<file path="config.mk">
export PLATFORM = sky130hd
export DESIGN_NAME = pc_cfr_cpg_alloc_flat
export DESIGN_NICKNAME = d
export VERILOG_FILES = /design/src/rtl/pc_cfr_pkg.sv /design/src/rtl/pc_cfr_cpg_alloc_if.sv /design/src/rtl/pc_cfr_rr_arb.sv /design/src/rtl/pc_cfr_cpg_alloc.sv /design/src/flat_wrapper.sv
export SDC_FILE = /design/constraint.sdc
export NUM_CORES = 1
export LEC_CHECK = 0
export ABC_AREA = 1
export BUFFER_PORTS_ARGS = -buffer_cell sky130_fd_sc_hd__buf_4
export CAP_MARGIN = 15
export CORE_MARGIN = 1.5
export CORE_UTILIZATION = 40
export DETAILED_ROUTE_END_ITERATION = 16
export GPL_ROUTABILITY_DRIVEN = 0
export PLACE_DENSITY = 0.7
export REMOVE_ABC_BUFFERS = 1
export SLEW_MARGIN = 40
export SYNTH_ARGS = -nofsm -noshare
export SYNTH_HDL_FRONTEND = slang
export SYNTH_SLANG_ARGS = --single-unit
export TNS_END_PERCENT = 1
</file>
<file path="constraint.sdc">
create_clock -name clk -period 7.35 [get_ports clk]
set_clock_uncertainty 0.2 [all_clocks]
set_input_delay 1.47 -clock clk [delete_from_list [all_inputs] [get_ports clk]]
set_output_delay 1.47 -clock clk [all_outputs]
set_load 0.03 [all_outputs]
</file>
<file path="src/rtl/pc_cfr_pkg.sv">
// Shared types and helpers for the peak-cancellation CFR blocks.
//   pc_cfr_peak_t   : one detected peak (excess magnitude, CORDIC angle, polyphase index)
//   onehot_rr_pick  : first set request at or above a start index, wrapping over n entries
package pc_cfr_pkg;

  localparam int DATA_WIDTH = 16;
  localparam int ITERATIONS = 7;
  localparam int MAX_CPG    = 16;
  localparam int CPG_IDX_W  = 4;

  typedef struct packed {
    logic [DATA_WIDTH:0] r;
    logic [ITERATIONS:0] theta;
    logic                phase;
  } pc_cfr_peak_t;

  // Scans n entries starting at ptr; only the first hit is marked, so the
  // result is one-hot or zero. Entries at index >= n are never examined.
  function automatic logic [MAX_CPG-1:0] onehot_rr_pick(
    input logic [MAX_CPG-1:0]   req,
    input logic [CPG_IDX_W-1:0] ptr,
    input int                   n
  );
    logic [MAX_CPG-1:0]   pick;
    logic [CPG_IDX_W-1:0] idx;
    pick = '0;
    for (int k = 0; k < MAX_CPG; k++) begin
      idx = CPG_IDX_W'((int'(ptr) + k) % n);
      if ((k < n) && (pick == '0) && req[idx]) pick[idx] = 1'b1;
    end
    return pick;
  endfunction

endpackage

</file>
<file path="src/rtl/pc_cfr_cpg_alloc_if.sv">
// Peak-in / CPG-out bundle of the CPG allocator.
//   peak_*  : peak from the detector (peak_valid may be high every cycle)
//   cpg_*   : one-hot start strobe, shared payload bus and per-CPG occupancy
// master = peak detector / CPG array side, slave = allocator.
interface pc_cfr_cpg_alloc_if #(
  parameter int ITERATIONS = 7,
  parameter int DATA_WIDTH = 16,
  parameter int NUM_CPG    = 4
);
  logic [DATA_WIDTH:0] peak_r;
  logic [ITERATIONS:0] peak_theta;
  logic                peak_phase;
  logic                peak_valid;
  logic [NUM_CPG-1:0]  cpg_start;
  logic [DATA_WIDTH:0] cpg_r;
  logic [ITERATIONS:0] cpg_theta;
  logic                cpg_phase;
  logic [NUM_CPG-1:0]  cpg_busy;

  modport master (
    output peak_r, peak_theta, peak_phase, peak_valid,
    input  cpg_start, cpg_r, cpg_theta, cpg_phase, cpg_busy
  );

  modport slave (
    input  peak_r, peak_theta, peak_phase, peak_valid,
    output cpg_start, cpg_r, cpg_theta, cpg_phase, cpg_busy
  );
endinterface

</file>
<file path="src/rtl/pc_cfr_rr_arb.sv">
// Combinational masked round-robin arbiter.
//   req       : eligible requesters (already masked by the caller)
//   ptr       : highest-priority index this cycle
//   grant     : one-hot winner, zero when req is zero
//   grant_idx : binary index of the winner (0 when no grant)
module pc_cfr_rr_arb #(
  parameter  int NUM_CPG = 4,
  localparam int IDX_W   = $clog2(NUM_CPG)
) (
  input  logic [NUM_CPG-1:0] req,
  input  logic [IDX_W-1:0]   ptr,
  output logic [NUM_CPG-1:0] grant,
  output logic [IDX_W-1:0]   grant_idx
);
  import pc_cfr_pkg::*;

  logic [MAX_CPG-1:0] pick;

  always_comb begin
    pick      = onehot_rr_pick(MAX_CPG'(req), CPG_IDX_W'(ptr), NUM_CPG);
    grant     = NUM_CPG'(pick);
    grant_idx = '0;
    for (int i = 0; i < NUM_CPG; i++) begin
      if (grant[i]) grant_idx = IDX_W'(i);
    end
  end

endmodule

</file>
<file path="src/rtl/pc_cfr_cpg_alloc.sv">
// Allocates detected peaks to a pool of cancellation pulse generators.
//   clk, rst_n      : clock, asynchronous active-low reset
//   alloc_if        : peak input, one-hot start + payload + busy output
//   ctrl_enable     : allocation enable (pulses in flight always finish)
//   ctrl_cpg_mask   : 1 = CPG may receive new grants
//   stat_clear      : synchronous clear of both statistics counters
//   stat_alloc_cnt  : saturating count of granted peaks
//   stat_drop_cnt   : saturating count of peaks dropped for lack of a free CPG
// A grant at cycle t starts the CPG at t+1; it then reads busy for PULSE_LEN
// cycles and becomes eligible again the cycle after busy falls.
module pc_cfr_cpg_alloc #(
  parameter int ITERATIONS = 7,
  parameter int DATA_WIDTH = 16,
  parameter int NUM_CPG    = 4,
  parameter int PULSE_LEN  = 64,
  parameter int CNT_WIDTH  = 16
) (
  input  logic                 clk,
  input  logic                 rst_n,
  pc_cfr_cpg_alloc_if.slave    alloc_if,
  input  logic                 ctrl_enable,
  input  logic [NUM_CPG-1:0]   ctrl_cpg_mask,
  input  logic                 stat_clear,
  output logic [CNT_WIDTH-1:0] stat_alloc_cnt,
  output logic [CNT_WIDTH-1:0] stat_drop_cnt
);
  import pc_cfr_pkg::*;

  localparam int IDX_W = $clog2(NUM_CPG);
  localparam int BW    = $clog2(PULSE_LEN + 1);

  logic [BW-1:0]        busy_cnt [NUM_CPG];
  logic [NUM_CPG-1:0]   busy, elig, grant, start_q;
  logic [IDX_W-1:0]     ptr_q, grant_idx, ptr_next;
  pc_cfr_peak_t         peak_in, payload_q;
  logic [CNT_WIDTH-1:0] alloc_cnt_q, drop_cnt_q;
  logic                 peak_act, grant_ok, drop;

  assign peak_in = '{r: alloc_if.peak_r, theta: alloc_if.peak_theta, phase: alloc_if.peak_phase};

  // Occupancy comes straight from the counters, so a CPG released at the end
  // of cycle t is only seen as free at t+1.
  always_comb begin
    for (int i = 0; i < NUM_CPG; i++) busy[i] = (busy_cnt[i] != '0);
  end

  assign elig     = ~busy & ctrl_cpg_mask;
  assign peak_act = alloc_if.peak_valid & ctrl_enable;
  assign grant_ok = peak_act & (|elig);
  assign drop     = peak_act & ~(|elig);
  assign ptr_next = (grant_idx == IDX_W'(NUM_CPG - 1)) ? '0 : grant_idx + IDX_W'(1);

  pc_cfr_rr_arb #(.NUM_CPG(NUM_CPG)) u_arb (
    .req       (elig),
    .ptr       (ptr_q),
    .grant     (grant),
    .grant_idx (grant_idx)
  );

  always_ff @(posedge clk or negedge rst_n) begin
    if (!rst_n) begin
      for (int i = 0; i < NUM_CPG; i++) busy_cnt[i] <= '0;
      start_q   <= '0;
      payload_q <= '0;
      ptr_q     <= '0;
    end else begin
      for (int i = 0; i < NUM_CPG; i++) begin
        if (grant_ok && grant[i])   busy_cnt[i] <= BW'(PULSE_LEN);
        else if (busy_cnt[i] != '0) busy_cnt[i] <= busy_cnt[i] - BW'(1);
      end
      start_q   <= grant_ok ? grant : '0;
      payload_q <= grant_ok ? peak_in : '0;
      if (grant_ok) ptr_q <= ptr_next;
    end
  end

  always_ff @(posedge clk or negedge rst_n) begin
    if (!rst_n) begin
      alloc_cnt_q <= '0;
      drop_cnt_q  <= '0;
    end else if (stat_clear) begin
      alloc_cnt_q <= '0;
      drop_cnt_q  <= '0;
    end else begin
      if (grant_ok && (alloc_cnt_q != '1)) alloc_cnt_q <= alloc_cnt_q + CNT_WIDTH'(1);
      if (drop && (drop_cnt_q != '1))      drop_cnt_q  <= drop_cnt_q + CNT_WIDTH'(1);
    end
  end

  assign alloc_if.cpg_start = start_q;
  assign alloc_if.cpg_r     = payload_q.r;
  assign alloc_if.cpg_theta = payload_q.theta;
  assign alloc_if.cpg_phase = payload_q.phase;
  assign alloc_if.cpg_busy  = busy;
  assign stat_alloc_cnt     = alloc_cnt_q;
  assign stat_drop_cnt      = drop_cnt_q;

endmodule

</file>
<file path="src/flat_wrapper.sv">
// flat-port wrapper written by rule: the top's interface ports become plain ports
module pc_cfr_cpg_alloc_flat import pc_cfr_pkg::*;
#(
  parameter int ITERATIONS = 7,
  parameter int DATA_WIDTH = 16,
  parameter int NUM_CPG    = 4,
  parameter int PULSE_LEN  = 64,
  parameter int CNT_WIDTH  = 16
)
  (clk, rst_n, ctrl_enable, ctrl_cpg_mask, stat_clear, stat_alloc_cnt, stat_drop_cnt, alloc_if_peak_r, alloc_if_peak_theta, alloc_if_peak_phase, alloc_if_peak_valid, alloc_if_cpg_start, alloc_if_cpg_r, alloc_if_cpg_theta, alloc_if_cpg_phase, alloc_if_cpg_busy);
  pc_cfr_cpg_alloc_if #(.ITERATIONS(ITERATIONS), .DATA_WIDTH(DATA_WIDTH), .NUM_CPG(NUM_CPG)) alloc_if_i ();
  input  logic clk;
  input  logic rst_n;
  input  logic ctrl_enable;
  input  logic [NUM_CPG-1:0] ctrl_cpg_mask;
  input  logic stat_clear;
  output logic [CNT_WIDTH-1:0] stat_alloc_cnt;
  output logic [CNT_WIDTH-1:0] stat_drop_cnt;
  input wire logic [$bits(alloc_if_i.peak_r)-1:0] alloc_if_peak_r;
  input wire logic [$bits(alloc_if_i.peak_theta)-1:0] alloc_if_peak_theta;
  input wire logic [$bits(alloc_if_i.peak_phase)-1:0] alloc_if_peak_phase;
  input wire logic [$bits(alloc_if_i.peak_valid)-1:0] alloc_if_peak_valid;
  output wire logic [$bits(alloc_if_i.cpg_start)-1:0] alloc_if_cpg_start;
  output wire logic [$bits(alloc_if_i.cpg_r)-1:0] alloc_if_cpg_r;
  output wire logic [$bits(alloc_if_i.cpg_theta)-1:0] alloc_if_cpg_theta;
  output wire logic [$bits(alloc_if_i.cpg_phase)-1:0] alloc_if_cpg_phase;
  output wire logic [$bits(alloc_if_i.cpg_busy)-1:0] alloc_if_cpg_busy;
  assign alloc_if_i.peak_r = alloc_if_peak_r;
  assign alloc_if_i.peak_theta = alloc_if_peak_theta;
  assign alloc_if_i.peak_phase = alloc_if_peak_phase;
  assign alloc_if_i.peak_valid = alloc_if_peak_valid;
  assign alloc_if_cpg_start = alloc_if_i.cpg_start;
  assign alloc_if_cpg_r = alloc_if_i.cpg_r;
  assign alloc_if_cpg_theta = alloc_if_i.cpg_theta;
  assign alloc_if_cpg_phase = alloc_if_i.cpg_phase;
  assign alloc_if_cpg_busy = alloc_if_i.cpg_busy;
  pc_cfr_cpg_alloc #(.ITERATIONS(ITERATIONS), .DATA_WIDTH(DATA_WIDTH), .NUM_CPG(NUM_CPG), .PULSE_LEN(PULSE_LEN), .CNT_WIDTH(CNT_WIDTH)) u_core (.clk(clk), .rst_n(rst_n), .alloc_if(alloc_if_i), .ctrl_enable(ctrl_enable), .ctrl_cpg_mask(ctrl_cpg_mask), .stat_clear(stat_clear), .stat_alloc_cnt(stat_alloc_cnt), .stat_drop_cnt(stat_drop_cnt));
endmodule
</file>
After elaboration in Yosys (flattened, before gate mapping) --
Index checks and enable logic that the tools add are counted. Widths: inputs -> output; s select.
Storage, ports and cells: bits of input ports 35, flip-flop bits (word level) 92, memories kept 0, logic and storage cells 112, ROM bits 0, latch bits 0, bits in writable memories 0
Operators by class: bitwise logic cells 12, $add $sub $neg 10, $lt $le $gt $ge 8, reduce and logical (&&, ||, !) cells 30, equal/unequal tests 3, multiply operators 0, mux-type cells 38, divide/modulo/power cells 0, shifts and indexed selects 0
Operator list (number):
- $mux 16 | 6
- $mux 7 | 8
- $logic_not 16->1 | 3
- $add 16x1->16 const B | 2
- $ne 16x16->1 const B | 2
- $reduce_bool 7->1 | 4
- $sub 7x1->7 const B | 4
- $mux 26 | 1
- $or 16x16->16 | 1
- $or 4x16->16 | 1
- $lt 4x5->1 const B | 3
- $logic_and 1x1->1 | 13
- $ge 4x1->1 const B | 3
- $mux 4 | 3
- $reduce_bool 2->1 | 6
- $bmux 1 s3 | 3
- $demux 1 s3 | 3
- $mux 1 | 9
- $mux 2 | 3
- $reduce_or 2->1 | 3
- $lt 2x5->1 const B | 1
- $add 2x1->2 const B | 2
- $add 2x2->2 const B | 2
- $and 4x4->4 | 1
- other kinds (10) | 14

Longest topological paths before layout --
Gate-level depths: netlist of the first run.
depth after elaboration 20, depth in mapped cells 23

Cells and area by module --
A second synthesis of the first run with hierarchy kept.
Unflattened totals: cells, all modules 692, area, all modules 5228.8 um2
Modules (own cells, without submodules):
- pc_cfr_cpg_alloc | area an instance 4723.3 um2, instances 1, cells each 605
- pc_cfr_rr_arb | area an instance 505.5 um2, instances 1, cells each 87

Least setup slack after synthesis of the first run --
Ideal clock, no wire load.
path kind in2reg, from input port ctrl_cpg_mask[0], to register u_core.alloc_cnt_q[15] (netlist: u_core.stat_alloc_cnt[15]), setup slack 4119 ps, data arrival time 2909 ps, setup time 122 ps, required time 7028 ps, buffers on the path 0, stages on the path 13, cell sequence nand4_1 -> nand2_1 -> a221oi_2 -> nor2_4 -> nand2_2 -> nor3_4 -> nand3_1 -> nor2_1 -> nand2_1 -> nor2_2 -> nand3_1 -> o21ai_1 -> a21oi_1
On the way: cells in the longest elaborated chain, start to end 5
Ends and longest elaborated chain:
- start, declared | RTL line flat_wrapper.sv:15 | input logic [NUM_CPG-1:0] ctrl_cpg_mask;
- $and 4x4->4 | RTL line pc_cfr_cpg_alloc.sv:47 | assign elig = ~busy & ctrl_cpg_mask;
- $reduce_or 4->1 | RTL line pc_cfr_cpg_alloc.sv:49 | assign grant_ok = peak_act & (|elig);
- $and 1x1->1 | RTL line pc_cfr_cpg_alloc.sv:49
- $logic_and 1x1->1 | RTL line pc_cfr_cpg_alloc.sv:85 | if (grant_ok && (alloc_cnt_q != '1)) alloc_cnt_q <= alloc_cnt_q + CNT_WIDTH'(1);
- $reduce_bool 2->1 (no source line)
- end signal, assigned | RTL line pc_cfr_cpg_alloc.sv:85
- end, declared | RTL line pc_cfr_cpg_alloc.sv:36 | logic [CNT_WIDTH-1:0] alloc_cnt_q, drop_cnt_q;
No other way between the ends. A chain may end at the register's enable or synchronous reset.

Worst setup path in the final report of the first run --
from input port ctrl_cpg_mask[0], to register u_core.drop_cnt_q[15] (netlist: u_core.stat_drop_cnt[15])
On the way: cells in the longest elaborated chain, start to end 6
Ends and longest elaborated chain:
- $and 4x4->4 | RTL line pc_cfr_cpg_alloc.sv:47
- $reduce_or 4->1 | RTL line pc_cfr_cpg_alloc.sv:50 | assign drop = peak_act & ~(|elig);
- $not 1->1 | RTL line pc_cfr_cpg_alloc.sv:50
- $and 1x1->1 | RTL line pc_cfr_cpg_alloc.sv:50
- $logic_and 1x1->1 | RTL line pc_cfr_cpg_alloc.sv:86 | if (drop && (drop_cnt_q != '1)) drop_cnt_q <= drop_cnt_q + CNT_WIDTH'(1);
- $reduce_bool 2->1 (no source line)
- end signal, assigned | RTL line pc_cfr_cpg_alloc.sv:86
- end, declared | RTL line pc_cfr_cpg_alloc.sv:36
No other way between the ends.

==> results of run 1 <==
per-stage QoR:
step	hold slack, ns	instance area (um^2)	total power [mW]	setup slack, ns
global placement	0.306	5750	0.556	3.66
finish	0.322	6060	1.04	3.95
detailed placement	0.315	5750	0.557	3.69
global route	0.362	6060	1.08	3.77
CTS	0.322	6060	1.05	4.01
floorplan	0.312	4810	0.527	4.12
how the worst max path moves through the flow:
stage,start,endpoint
final,ctrl_cpg_mask[0],u_core.stat_drop_cnt[15]
after global routing,ctrl_cpg_mask[0],u_core.stat_drop_cnt[15]
after CTS,ctrl_cpg_mask[0],u_core.stat_drop_cnt[15]
after detailed placement,ctrl_cpg_mask[0],u_core.stat_drop_cnt[15]
after global placement,ctrl_cpg_mask[0],u_core.ptr_q[0]
after floorplan,ctrl_cpg_mask[0],u_core.stat_alloc_cnt[15]
cell usage after synthesis, types with 2 or more instances:
master,n
sky130_fd_sc_hd__a211oi_1,2
sky130_fd_sc_hd__a21oi_1,17
sky130_fd_sc_hd__a21oi_2,3
sky130_fd_sc_hd__a221oi_1,2
sky130_fd_sc_hd__a31oi_1,2
sky130_fd_sc_hd__clkbuf_1,6
sky130_fd_sc_hd__clkinv_1,2
sky130_fd_sc_hd__dfrtp_1,92
sky130_fd_sc_hd__ha_1,18
sky130_fd_sc_hd__inv_1,84
sky130_fd_sc_hd__inv_2,9
sky130_fd_sc_hd__inv_4,2
sky130_fd_sc_hd__nand2_1,75
sky130_fd_sc_hd__nand2_2,14
sky130_fd_sc_hd__nand3_1,30
sky130_fd_sc_hd__nand3_2,9
sky130_fd_sc_hd__nand4_1,4
sky130_fd_sc_hd__nor2_1,73
sky130_fd_sc_hd__nor2_2,19
sky130_fd_sc_hd__nor2_4,8
sky130_fd_sc_hd__nor2_8,3
sky130_fd_sc_hd__nor3_1,18
sky130_fd_sc_hd__nor4_1,4
sky130_fd_sc_hd__o21a_1,2
sky130_fd_sc_hd__o21ai_0,19
sky130_fd_sc_hd__o21ai_1,3
sky130_fd_sc_hd__o22ai_1,2
sky130_fd_sc_hd__xnor2_1,5
sky130_fd_sc_hd__xor2_1,16
final cells by class:
type / count / share of cell area, %
Sequential cell: 92 / 38.0
Multi-Input combinational cell: 360 / 35.3
Timing Repair Buffer: 101 / 12.5
Inverter: 97 / 6.09
Clock buffer: 11 / 4.00
Tap cell: 143 / 2.95
Clock inverter: 5 / 1.24
kinds of logic (layout without fill, tap and decap cells):
family | count (synthesis) | count (layout) | share of synthesized area (%)
compound gates | 58 | 58 | 7.74
xor+xnor | 21 | 21 | 3.81
fa+ha+maj | 18 | 18 | 4.66
buf+inv | 103 | 214 | 8.10
flops | 92 | 92 | 47.6
simple gates | 263 | 263 | 28.0
power by group through the flow:
stage | registers (mW) | clock network, mW | logic [mW]
global placement | 0.518 | 0 | 0.0382
global route | 0.508 | 0.529 | 0.0434
floorplan | 0.520 | 0 | 0.00763
finish | 0.509 | 0.491 | 0.0378
CTS | 0.508 | 0.507 | 0.0391
detailed placement | 0.518 | 0 | 0.0390
sequential cells by signal (all words and copies together), names as in the netlist:
name	cells
u_core.stat_drop_cnt	16
u_core.alloc_if.cpg_theta	8
u_core.alloc_if.cpg_start	4
u_core.alloc_if.cpg_phase	1
u_core.stat_alloc_cnt	16
u_core.alloc_if.cpg_r	17
u_core.ptr_q	2
u_core.busy_cnt	28
per-layer routing:
layer | part of all wire (%) | up-vias | track usage [%]
met5 | 0 | - | 0
met2 | 46 | 124 | 27.7
met4 | 1.5 | 0 | 5.08
li1 | - | 1957 | -
met1 | 44 | 1837 | 21.9
met3 | 8.6 | 12 | 7.07
placed cells by master, fill, tap and decap left out, types with 10 or more instances in the layout:
cell,n
sky130_fd_sc_hd__nor2_2,19
sky130_fd_sc_hd__inv_2,10
sky130_fd_sc_hd__xor2_1,16
sky130_fd_sc_hd__nand2_2,14
sky130_fd_sc_hd__a21oi_1,17
sky130_fd_sc_hd__nand3_1,30
sky130_fd_sc_hd__nand2_1,75
sky130_fd_sc_hd__inv_1,83
sky130_fd_sc_hd__o21ai_0,19
sky130_fd_sc_hd__dfrtp_1,92
sky130_fd_sc_hd__nor3_1,18
sky130_fd_sc_hd__ha_1,18
sky130_fd_sc_hd__nor2_1,73
sky130_fd_sc_hd__buf_4,101
==> results.txt, run 1 <==
The flow ran to the end, and the final reports show no timing, DRC or antenna violations. At the later pin of the worst-skew pair, clock insertion delay measures 0.34 ns. Setup violations remaining at the end of the flow were counted as 0. The number of cells traversed by the worst register-to-register path is 14. The count of nets after finishing came out at 714. The count of TritonRoute iterations in the first routing pass is 4. The area occupied by multi-input gates is 2140 um^2. The remaining antenna violation count after routing came out at 0. The endpoint of the worst hold path is u_core.stat_alloc_cnt[3]. The static leakage came out at 3.13 nW.

The worst hold path begins at u_core.stat_alloc_cnt[3]. The synthesized area divided by synthesized cell count came out at 8.71 um^2. For this configuration, the core starts out at a cell density of 41.6%. The critical path is of the in -> reg type.

The mapped netlist covers 4830 um^2. The final number of max-transition violations came to 0. The fraction of post-synthesis cell area in the top cell type by area is 47.6%. The shortest clock period the worst path allows after layout is 3.40 ns.

Among all flip-flop cells after synthesis, the most frequent one is sky130_fd_sc_hd__dfrtp_1. The wire-length estimate of the detail-placed layout is 7630 um. The most repeated library cell on the critical path is sky130_fd_sc_hd__nand2_1. In the finished design, the share of the clock period the worst path needs comes to 46.2%. The internal power is 0.829 mW. In this run the core area contains 39 standard-cell rows. The number of flops mapped to enable cells by yosys is 0. The clock sink total came out at 92. The critical-path maximum fanout came out at 4. Entering global routing, the biggest net connects 59 pins. The via count of the first global-routing pass is 3980. The maximum vdd drop is 0.117 mV. The data required time of the worst path is 7.41 ns. The slowest stage of the critical path belongs to the cell sky130_fd_sc_hd__a221oi_2. The setup total negative slack came out at 0 ns. The share of final-layout standard cells stronger than drive strength 1 came out at 29.0%. The synthesized design contains 92 register bits.

The combined buffer and inverter count along the critical path is 3. The path length in cells of the critical path is 14. The reported max-cap violation count is 0. The number of remaining DRC errors came out at 0. Sequential cells account for 49.0% of the total power. The number of gates resized after CTS was 0. The filler-free cell count of the finished design came out at 809. The total count of hold-check failures in the final report is 0. Fill cells in the final layout number 1078. The fraction of power spent switching nets came out at 20.2%. The internal reg-to-reg setup slack is 4.35 ns. In this run, post-CTS hold repair placed 0 buffers. The placed cell count came out at 793. The area taken by flip-flops and latches came out at 2300 um^2. The core area came out at 11600 um^2. STA classifies the critical path endpoint as a flop. The worst flop-to-flop path endpoint is u_core.busy_cnt[5]. The clock tree buffer depth came out at 2. The actual transition at the worst max-transition pin came out at 0.707 ns. Walking the worst path, the cells encountered are buf_4 > nand4_1 > nand2_1 > a221oi_2 > nand2_1 > inv_2 > nand4_2 > nor2_2 > nand2_1 > inv_2 > nand2_1 > nand2_1 > nand2_1 > a31oi_1. The worst setup path is launched from a primary input. The TritonCTS clock tree is yes. The number of port buffers is 100. Clock tree synthesis inserted a total of 9 buffers.

The largest area contributor in the synthesized netlist is sky130_fd_sc_hd__dfrtp_1. The power per unit of standard cell area is 171 nW/um^2. The die covers 12700 um^2. The portion of the post-synthesis area used by sequential elements is 47.6%.

The antenna diode instance count came out at 0. For this block, the via count after detailed routing is 3930. In this design, the stage delay of the slowest critical-path cell is 0.34 ns. Of all flip-flops after synthesis, the portion carrying an async set or reset was 100%. The endpoint arrival time on the critical path is 3.45 ns. The routed design has 10200 um of wire. Setup repair after global routing left no endpoint under its margin.

Once the clock tree was built, the setup fixing pass inserted 0 buffers. After the first detailed-routing iteration, the DRC count stood at 221. Once layout is complete, the utilization of the core stands at 52.2%. The count of pins on the block boundary is 101. The share of power burned in combinational logic came out at 3.6%. The number of antenna violations at the first check in global routing came out at 0. The part of the total power dissipated in the clock network came out at 47.3%. The achievable clock frequency came out at 295 MHz. The analysis attributes to net switching a power of 0.209 mW. The global route total overflow came out at 0. The H-tree depth is 3.

After clock tree synthesis, the clock-pin slew on the worst setup and hold paths is 0.06 ns. The warning count from the yosys run came out at 0. The detailed-route wire length per cell is 12.7 um. Measured along the x axis, the die boundary spans 113 um. The startpoint identified for the worst register-to-register timing path is u_core.ptr_q[0]. In the synthesized netlist, the number of instances is 555. The growth of design area from synthesis to finish is 25.5%. The number of vias per cell after detailed routing came out at 4.86.

In the global route stage, overall resource usage came out at 17.4%. The first-pass GRT wire length is 17800 um. The count of cells along the worst hold path came out at 1. The max-slew headroom at the worst pin is 52.9%. In the post-synthesis netlist, the biggest area contributors are sky130_fd_sc_hd__dfrtp_1, sky130_fd_sc_hd__inv_1, sky130_fd_sc_hd__nand2_1, sky130_fd_sc_hd__nor2_1, sky130_fd_sc_hd__ha_1. Broken down by cell family, the worst path's largest delay share belongs to simple AND/OR/NAND/NOR gates. The height of the die came out at 113 um.

In this run the clock root is driven by a sky130_fd_sc_hd__clkbuf_16. The number of unique standard cell types used by synthesis came out at 41. The tightest min-delay check is of the reg -> reg type.
(Power assumes the default switching activity.)
==> run 2: changes to the inputs <==
--- a/config.mk
+++ b/config.mk
@@ -12,7 +12,7 @@
 export CORE_UTILIZATION = 40
 export DETAILED_ROUTE_END_ITERATION = 16
 export GPL_ROUTABILITY_DRIVEN = 0
-export PLACE_DENSITY = 0.7
+export PLACE_DENSITY = 0.73
 export REMOVE_ABC_BUFFERS = 1
 export SLEW_MARGIN = 40
 export SYNTH_ARGS = -nofsm -noshare
==> constraint.sdc (replaced) <==
create_clock -name clk -period 2.75 [get_ports clk]
set_clock_uncertainty 0.2 [all_clocks]
set_input_delay 0.55 -clock clk [delete_from_list [all_inputs] [get_ports clk]]
set_output_delay 0.55 -clock clk [all_outputs]
set_load 0.03 [all_outputs]
==> run 2 against run 1 <==
Against the previous run:
- register-to-register slack got worse by 4.5 ns
- the run now ends with negative setup slack left
- clock power rose to 2.6 times the previous value
- sequential power rose to 2.7 times the previous value
- combinational power rose to 2.9 times the previous value
- wire length rose by 13%
- critical path type is now reg -> reg
- global-route usage rose by 0.27 points
- sequential cell count did not move
- power rose to 2.6 times the previous value
- die area did not move
- final cell count rose by 3.6%
- count of clock-buffer cells in the layout fell by 2
- critical path depth rose by 8
==> results.txt, run 2 (same netlist as run 1, synthesis figures left out) <==
The final reports fail on negative setup slack. The antenna diode instance count came out at 0. The static leakage came out at 3.32 nW.

After layout, the worst path uses 106% of the clock period. The critical-path maximum fanout came out at 7. The worst setup path is launched from a flop. The delay of the slowest cell on the worst path came out at 0.40 ns. The critical path goes through inv_2 > ha_4 > inv_2 > nor2_2 > nand4_1 > nand2_1 > nand2_2 > nand2_4 > nand3_2 > nand2_2 > inv_4 > nand3_4 > nand3_4 > nor2_4 > nand3_2 > nand2_2 > nor2_4 > nand3_2 > nand2_1 > nand2_2 > clkinv_4 > nor3_4.

The longest clock path from root to sink contains 2 buffers. The cell at the root of the clock tree is sky130_fd_sc_hd__clkbuf_16. The leading cell type in the layout, fill and taps excluded is sky130_fd_sc_hd__buf_4.

The setup total negative slack is -2.99 ns. IR analysis of the VDD net gives a maximum drop of 0.312 mV. The via count of the first global-routing pass is 4021. For the pin with the worst max-slew slack, the measured transition is 0.685 ns. The initial standard-cell utilization of the core came out at 41.6%.

The flip-flop count of the largest register after layout came out at 28. The worst setup path is of the reg -> reg kind. The slowest stage of the critical path belongs to the cell sky130_fd_sc_hd__dfrtp_1. The clock-pin transition on the worst setup and hold timing paths is 0.07 ns. Once placement completed, the tool counted placed cells totaling 804. The critical path capture point type is a flop. Setup repair after global routing could not meet its margin everywhere.

For this design the total switching power over the nets is 0.627 mW. The part of the total power dissipated in sequential elements is 49.5%. The count of nets after finishing came out at 743. The H-tree depth is 3. In this run the vertical extent of the chip is 113 um. The register containing the most flip-flops in the final layout is u_core.busy_cnt.

The number of port buffers is 100. The area of the die is 12700 um^2. Using the TritonRoute via totals, the vias-per-cell ratio works out to 4.97. The first-pass GRT wire length is 18300 um. The flow ran to the end, but the final reports show violations.

The remaining antenna violation count after routing is 0. The path class of the tightest hold or removal check is in -> async. The number of violations reported at the end of detailed-routing iteration 0 came out at 187. Relative to the synthesized area, the layout overhead comes to 35.1%.

The achievable clock frequency is 342 MHz. For the worst-skew pair, the clock arrives at the later sink with an insertion delay of 0.35 ns. The most numerous cell type found on the critical path is sky130_fd_sc_hd__nand2_2. The largest net degree at the start of global routing came out at 54. The part of the total power dissipated in the clock network came out at 46.6%. The internal power is 2.12 mW. The final number of max-transition violations was 0. The filler-free cell count of the finished design came out at 838. Global routing finished with a remaining overflow of 0. The number of antenna violations at the first check in global routing came out at 0. Summed over all nets, the half-perimeter wirelength after detailed placement is 8030 um. The top cell types in the final layout, fill and taps aside, are sky130_fd_sc_hd__buf_4, sky130_fd_sc_hd__dfrtp_1, sky130_fd_sc_hd__inv_1. The number of buffers inserted during clock tree synthesis came out at 9. The shortest clock period the worst path allows after layout came out at 2.93 ns.

The count of TritonRoute iterations in the first routing pass came out at 5. TritonCTS built the clock tree. The total of endpoints with negative setup slack in the final report is 33.

The data required time of the worst path came out at 2.82 ns. The width of the die came out at 113 um. The number of remaining DRC errors is 0. Combinational cells account for 3.9% of the total power.

The reported max-cap violation count came out at 0. The number of filler cells placed in the layout is 1015. For the worst setup path, the data arrival time is 3.00 ns. The post-route netlist has 36.4% of its cells at a drive strength greater than 1. The number of vias in the routed layout is 4168. The sequential cells in the finished layout cover a total of 2300 um^2. Dividing the detail-routed wire length by the instance count gives 13.8 um.

Dividing total power by cell area gives a power density of 420 nW/um^2. Clock tree synthesis found a total of 92 sinks. Across all register-to-register paths, the minimum setup slack is -0.18 ns. Net switching is 22.8% of the power. Summed over all layers, the routed wires come to 11600 um.

During I/O placement, the number of pins put on the boundary was 101. The total count of hold-check failures in the final report is 0. The core area came out at 11600 um^2. In the global route stage, overall resource usage came out at 17.7%. Summing all multi-input logic gate instances after layout gives 2350 um^2. The standard-cell row count is 39. The worst-case setup margin in the final layout came out at -0.177 ns. The max-slew headroom at the worst pin came out at 54.4%.
run 2: cell count changes in the layout (fill, tap and decap cells not counted), sizes merged:
cell / previous run / this run
clkbuf: 11 / 9
clkinvlp: 0 / 1
buf: 101 / 130
bufinv: 2 / 1
inv: 95 / 97
run 2: path summary, 6_finish.rpt:
kind,startpoint,to,depth (start not counted)
setup / recovery,u_core.busy_cnt[21],u_core.busy_cnt[9],22
hold / removal,rst_n,u_core.stat_drop_cnt[13],1
setup reg to reg,u_core.busy_cnt[21],u_core.busy_cnt[9],22
hold reg to reg,u_core.stat_alloc_cnt[3],u_core.stat_alloc_cnt[3],1
max in group asynchronous,rst_n,u_core.ptr_q[0],2
min in group clk,alloc_if_peak_phase,u_core.alloc_if.cpg_phase,3
run 2: cell type report:
class                   instances  area share, %
multi-input cells             360           36.1
flip-flops and latches         92           35.3
repair buffers                130           15.4
inverters                      97           5.85
clock buffers                   9           3.45
well taps                     143           2.74
clock inverters                 7           1.25
run 2: stage by stage:
stage          worst slack, ns  utilization (%)  hold WS [ns]  power, mW  instance area (um^2)
2_1_floorplan            0.167                -        0.0544       1.41                  4810
5_1_grt                 -0.386             56.2        0.0935       2.85                  6530
6_report                -0.177             56.2        0.0281       2.74                  6530
4_1_cts                0.00212             53.5        0.0691       2.78                  6210
3_3_place_gp           0.00159             50.4         0.302       1.49                  5850
3_5_place_dp            -0.115             50.4         0.310       1.49                  5850
run 2: layer usage:
layer	track usage (%)	part of all wire (%)	vias to the layer above
met5	0	0	-
met4	6.50	1.8	0
met3	5.30	6.5	20
met2	29.0	51	126
met1	22.2	41	2005
li1	-	-	2017
run 2: timing repair:
| item | CTS | global route |
|---|---|---|
| hold buffers | 0 | 0 |
| gates resized for setup | 6 | 52 |
| endpoints found under the hold margin | 0 | 0 |
| buffers inserted | 5 | 13 |
| endpoints found under the setup margin | 23 | 43 |
| pin swaps | 7 | 28 |
run 2: critical path, delay by kind of cell, from the launching register on:
kind | cells | cell delay [ns]
adders and majority gates | 1 | 0.14
buffers and inverters | 4 | 0.30
DFF | 1 | 0.40
and+or+nand+nor | 17 | 1.82
run 2: power by group through the flow:
stage / Sequential, mW / Combinational (mW) / Clock, mW
after floorplan: 1.39 / 0.0204 / 0
after global placement: 1.38 / 0.107 / 0
after detailed placement: 1.38 / 0.109 / 0
after CTS: 1.36 / 0.109 / 1.31
after global routing: 1.36 / 0.122 / 1.36
final: 1.36 / 0.108 / 1.28
==> run 3: changes to the inputs <==
--- a/config.mk
+++ b/config.mk
@@ -12,7 +12,7 @@
 export CORE_UTILIZATION = 40
 export DETAILED_ROUTE_END_ITERATION = 16
 export GPL_ROUTABILITY_DRIVEN = 0
-export PLACE_DENSITY = 0.73
+export PLACE_DENSITY = 0.7
 export REMOVE_ABC_BUFFERS = 1
 export SLEW_MARGIN = 40
 export SYNTH_ARGS = -nofsm -noshare
==> constraint.sdc (replaced) <==
create_clock -name clk -period 2.7 [get_ports clk]
set_clock_uncertainty 0.2 [all_clocks]
set_input_delay 0.54 -clock clk [delete_from_list [all_inputs] [get_ports clk]]
set_output_delay 0.54 -clock clk [all_outputs]
set_load 0.03 [all_outputs]
==> run 3 against run 2 <==
Against the previous run:
- the run still ends with negative setup slack left
- critical path depth stayed put
- count of clock-buffer cells in the layout is 1 higher
- sequential share of layout area is 0.95 points lower
- final cell count is 0.84% higher
- largest power group is now clock
- highest routed layer unchanged
==> results.txt, run 3 (same netlist as run 1, synthesis figures left out) <==
The share of final-layout standard cells stronger than drive strength 1 came out at 39.6%. The worst-case setup margin in the final layout came out at -0.0954 ns. The insertion delay to the later sink of the worst-skew pair is 0.34 ns. The tightest min-delay check is of the in -> reg type. The last element of the critical path is u_core.busy_cnt[9]. The worst setup path is captured at a flop. The initial utilization of the core area, before any placement, comes to 41.6%. The total count of hold-check failures in the final report is 0.

The flow ran to the end, but the final reports show violations. The number of port buffers came out at 100. The static leakage came out at 3.39 nW. The library cell used most frequently in the layout, excluding fill and tap cells, is sky130_fd_sc_hd__buf_4. The number of antenna violations at the first check in global routing came out at 0.

Across the VDD grid, the largest voltage drop is 0.334 mV. The antenna diode instance count came out at 0. After the first detailed-routing iteration, the DRC count stood at 219. In the routed layout, each cell is associated on average with a via count of 4.96. The clock tree buffer depth came out at 2. For this block, the via count after detailed routing is 4190. In the layout the commonest cells are sky130_fd_sc_hd__buf_4, sky130_fd_sc_hd__dfrtp_1, sky130_fd_sc_hd__inv_1. Compared with the post-synthesis result, the final layout area differs by 38.9%. The count of nets after finishing came out at 750.

The standard-cell row count is 39. The H-tree depth is 3. Dividing the detail-routed wire length by the instance count gives 13.8 um. Setup repair after global routing could not meet its margin everywhere. The shortest clock period the worst path allows after layout is 2.80 ns. The number of clock buffers added by TritonCTS is 9. From bottom edge to top edge, the die measures 113 um. Across every metal layer, demand over resource in global routing totals 18.7%. The period utilization came out at 104%. The register containing the most flip-flops in the final layout is u_core.busy_cnt. The final number of max-transition violations came out at 0. The max-slew headroom at the worst pin is 64.7%. Cells fill 57.8% of the core in the end.

Counting every sink on the clock net gives 92. The core area came out at 11600 um^2. The checks that failed: negative setup slack.

The achievable clock frequency is 358 MHz. Data on the critical path arrives at its endpoint at 2.82 ns. The worst setup path is of the reg -> reg kind. The critical-path maximum fanout came out at 7. The total wire length after detailed routing is 11700 um. The total of endpoints with negative setup slack in the final report came out at 31. The worst flop-to-flop path endpoint is u_core.busy_cnt[9]. The via count of the first global-routing pass is 4215.

TritonCTS built the clock tree. The number of cells traversed by the worst register-to-register path came out at 22. The kind of start point of the critical path is a flop. The data required time of the worst path is 2.72 ns. The tool flagged a number of max-cap violations equal to 0. The internal reg-to-reg setup slack is -0.1 ns. The remaining antenna violation count after routing is 0. The die is 113 um wide. At the pin with the least slew margin, the transition time is 0.529 ns. The flip-flop count of the largest register after layout is 28.

The filler-free cell count of the finished design came out at 845. The HPWL after detailed placement is 7830 um. Summing internal, switching and leakage power gives 3.00 mW. For this run the aggregate overflow at the end of global routing stands at 0. The critical path starts at u_core.busy_cnt[21]. The clock-pin transition on the worst setup and hold timing paths came out at 0.07 ns.

The count of TritonRoute iterations in the first routing pass came out at 5. The first-pass GRT wire length came out at 19200 um. For the final routed database, the setup TNS stands at -1.59 ns. The largest net degree at the start of global routing came out at 72.

In this run the power density over the cells is 446 nW/um^2. The startpoint of the most critical register-to-register path is u_core.busy_cnt[21]. In this run the clock root is driven by a sky130_fd_sc_hd__clkbuf_16. The floorplan step defined a die boundary enclosing 12700 um^2. The count of pins on the block boundary came out at 101. The number of placed instances, taps included, is 812. For this run, design rule violations remaining after detail routing come to 0.
[run 3: cell count changes in the layout (fill, tap and decap cells not counted), moves of 4 or more]
cell / before / now
sky130_fd_sc_hd__inv_1: 78 / 73
sky130_fd_sc_hd__inv_2: 12 / 19
sky130_fd_sc_hd__buf_4: 127 / 133
sky130_fd_sc_hd__nand2_1: 67 / 63
sky130_fd_sc_hd__nand3_2: 16 / 21
sky130_fd_sc_hd__nand3_1: 21 / 15
[run 3: cell type report]
type,count,area (um^2)
sequential,92,2300
inverter,97,372
timing repair buffer,137,1060
clock inverter,6,119
tap,143,179
multi-input combinational,360,2440
fill,977,4900
clock buffer,10,239
[run 3: worst min-delay path by stage]
stage | to | slack, ns | cells after the start | startpoint
finish | u_core.alloc_if.cpg_r[8] | 0.21 | 3 | alloc_if_peak_r[8]
global route | u_core.alloc_if.cpg_r[5] | 0.20 | 3 | alloc_if_peak_r[5]
CTS | u_core.alloc_if.cpg_r[14] | 0.20 | 3 | alloc_if_peak_r[14]
detailed placement | u_core.stat_alloc_cnt[7] | 0.25 | 1 | rst_n
global placement | u_core.stat_alloc_cnt[7] | 0.25 | 1 | rst_n
floorplan | u_core.alloc_if.cpg_phase | 0.04 | 0 | rst_n
[run 3: repair_timing]
action | CTS | global route
hold endpoints to repair | 21 | 0
endpoints found under the setup margin | 26 | 43
gates resized for setup | 35 | 44
pin swaps | 28 | 38
hold buffers | 1 | 0
setup buffers | 14 | 2
[run 3: critical path: stages, from the launching register on]
cell,delay [ns]
sky130_fd_sc_hd__dfrtp_1,0.38
sky130_fd_sc_hd__inv_2,0.06
sky130_fd_sc_hd__ha_4,0.16
sky130_fd_sc_hd__inv_2,0.05
sky130_fd_sc_hd__nor2_2,0.03
sky130_fd_sc_hd__nand4_1,0.13
sky130_fd_sc_hd__nand2_1,0.12
sky130_fd_sc_hd__nand2_2,0.12
sky130_fd_sc_hd__nand2_4,0.07
sky130_fd_sc_hd__nand3_2,0.06
sky130_fd_sc_hd__nand2_1,0.06
sky130_fd_sc_hd__inv_2,0.13
sky130_fd_sc_hd__nand3_2,0.11
sky130_fd_sc_hd__nand2_4,0.12
sky130_fd_sc_hd__nor2_2,0.06
sky130_fd_sc_hd__nand3_2,0.08
sky130_fd_sc_hd__nand3_2,0.10
sky130_fd_sc_hd__nor2_4,0.19
sky130_fd_sc_hd__nand3_2,0.10
sky130_fd_sc_hd__nand2_1,0.10
sky130_fd_sc_hd__nand2_2,0.09
sky130_fd_sc_hd__inv_4,0.12
sky130_fd_sc_hd__nor3_4,0.04
[run 3: power breakdown]
part	leakage (nW)	total [mW]	internal (mW)	switching, mW
registers	1.20	1.38	1.38	0.00456
logic	2.01	0.112	0.0477	0.0638
clock network	0.175	1.50	0.942	0.559
total	3.39	3.00	2.37	0.627
[run 3: routing by layer]
| metal | routed length (um) | global-route usage [%] | vias to the layer above |
|---|---|---|---|
| met5 | 0 | 0 | - |
| met4 | 222 | 6.75 | 0 |
| met3 | 687 | 4.93 | 23 |
| met2 | 5890 | 31.2 | 117 |
| met1 | 4870 | 23.7 | 2010 |
| li1 | - | - | 2040 |
[run 3: metrics by stage]
step | setup slack (ns) | instance area [um^2] | hold slack [ns]
2_1_floorplan | 0.117 | 4810 | 0.0444
3_3_place_gp | -0.0329 | 5910 | 0.252
3_5_place_dp | -0.0946 | 5910 | 0.250
4_1_cts | 0.00468 | 6520 | 0.195
5_1_grt | -0.238 | 6710 | 0.200
6_report | -0.0954 | 6710 | 0.211
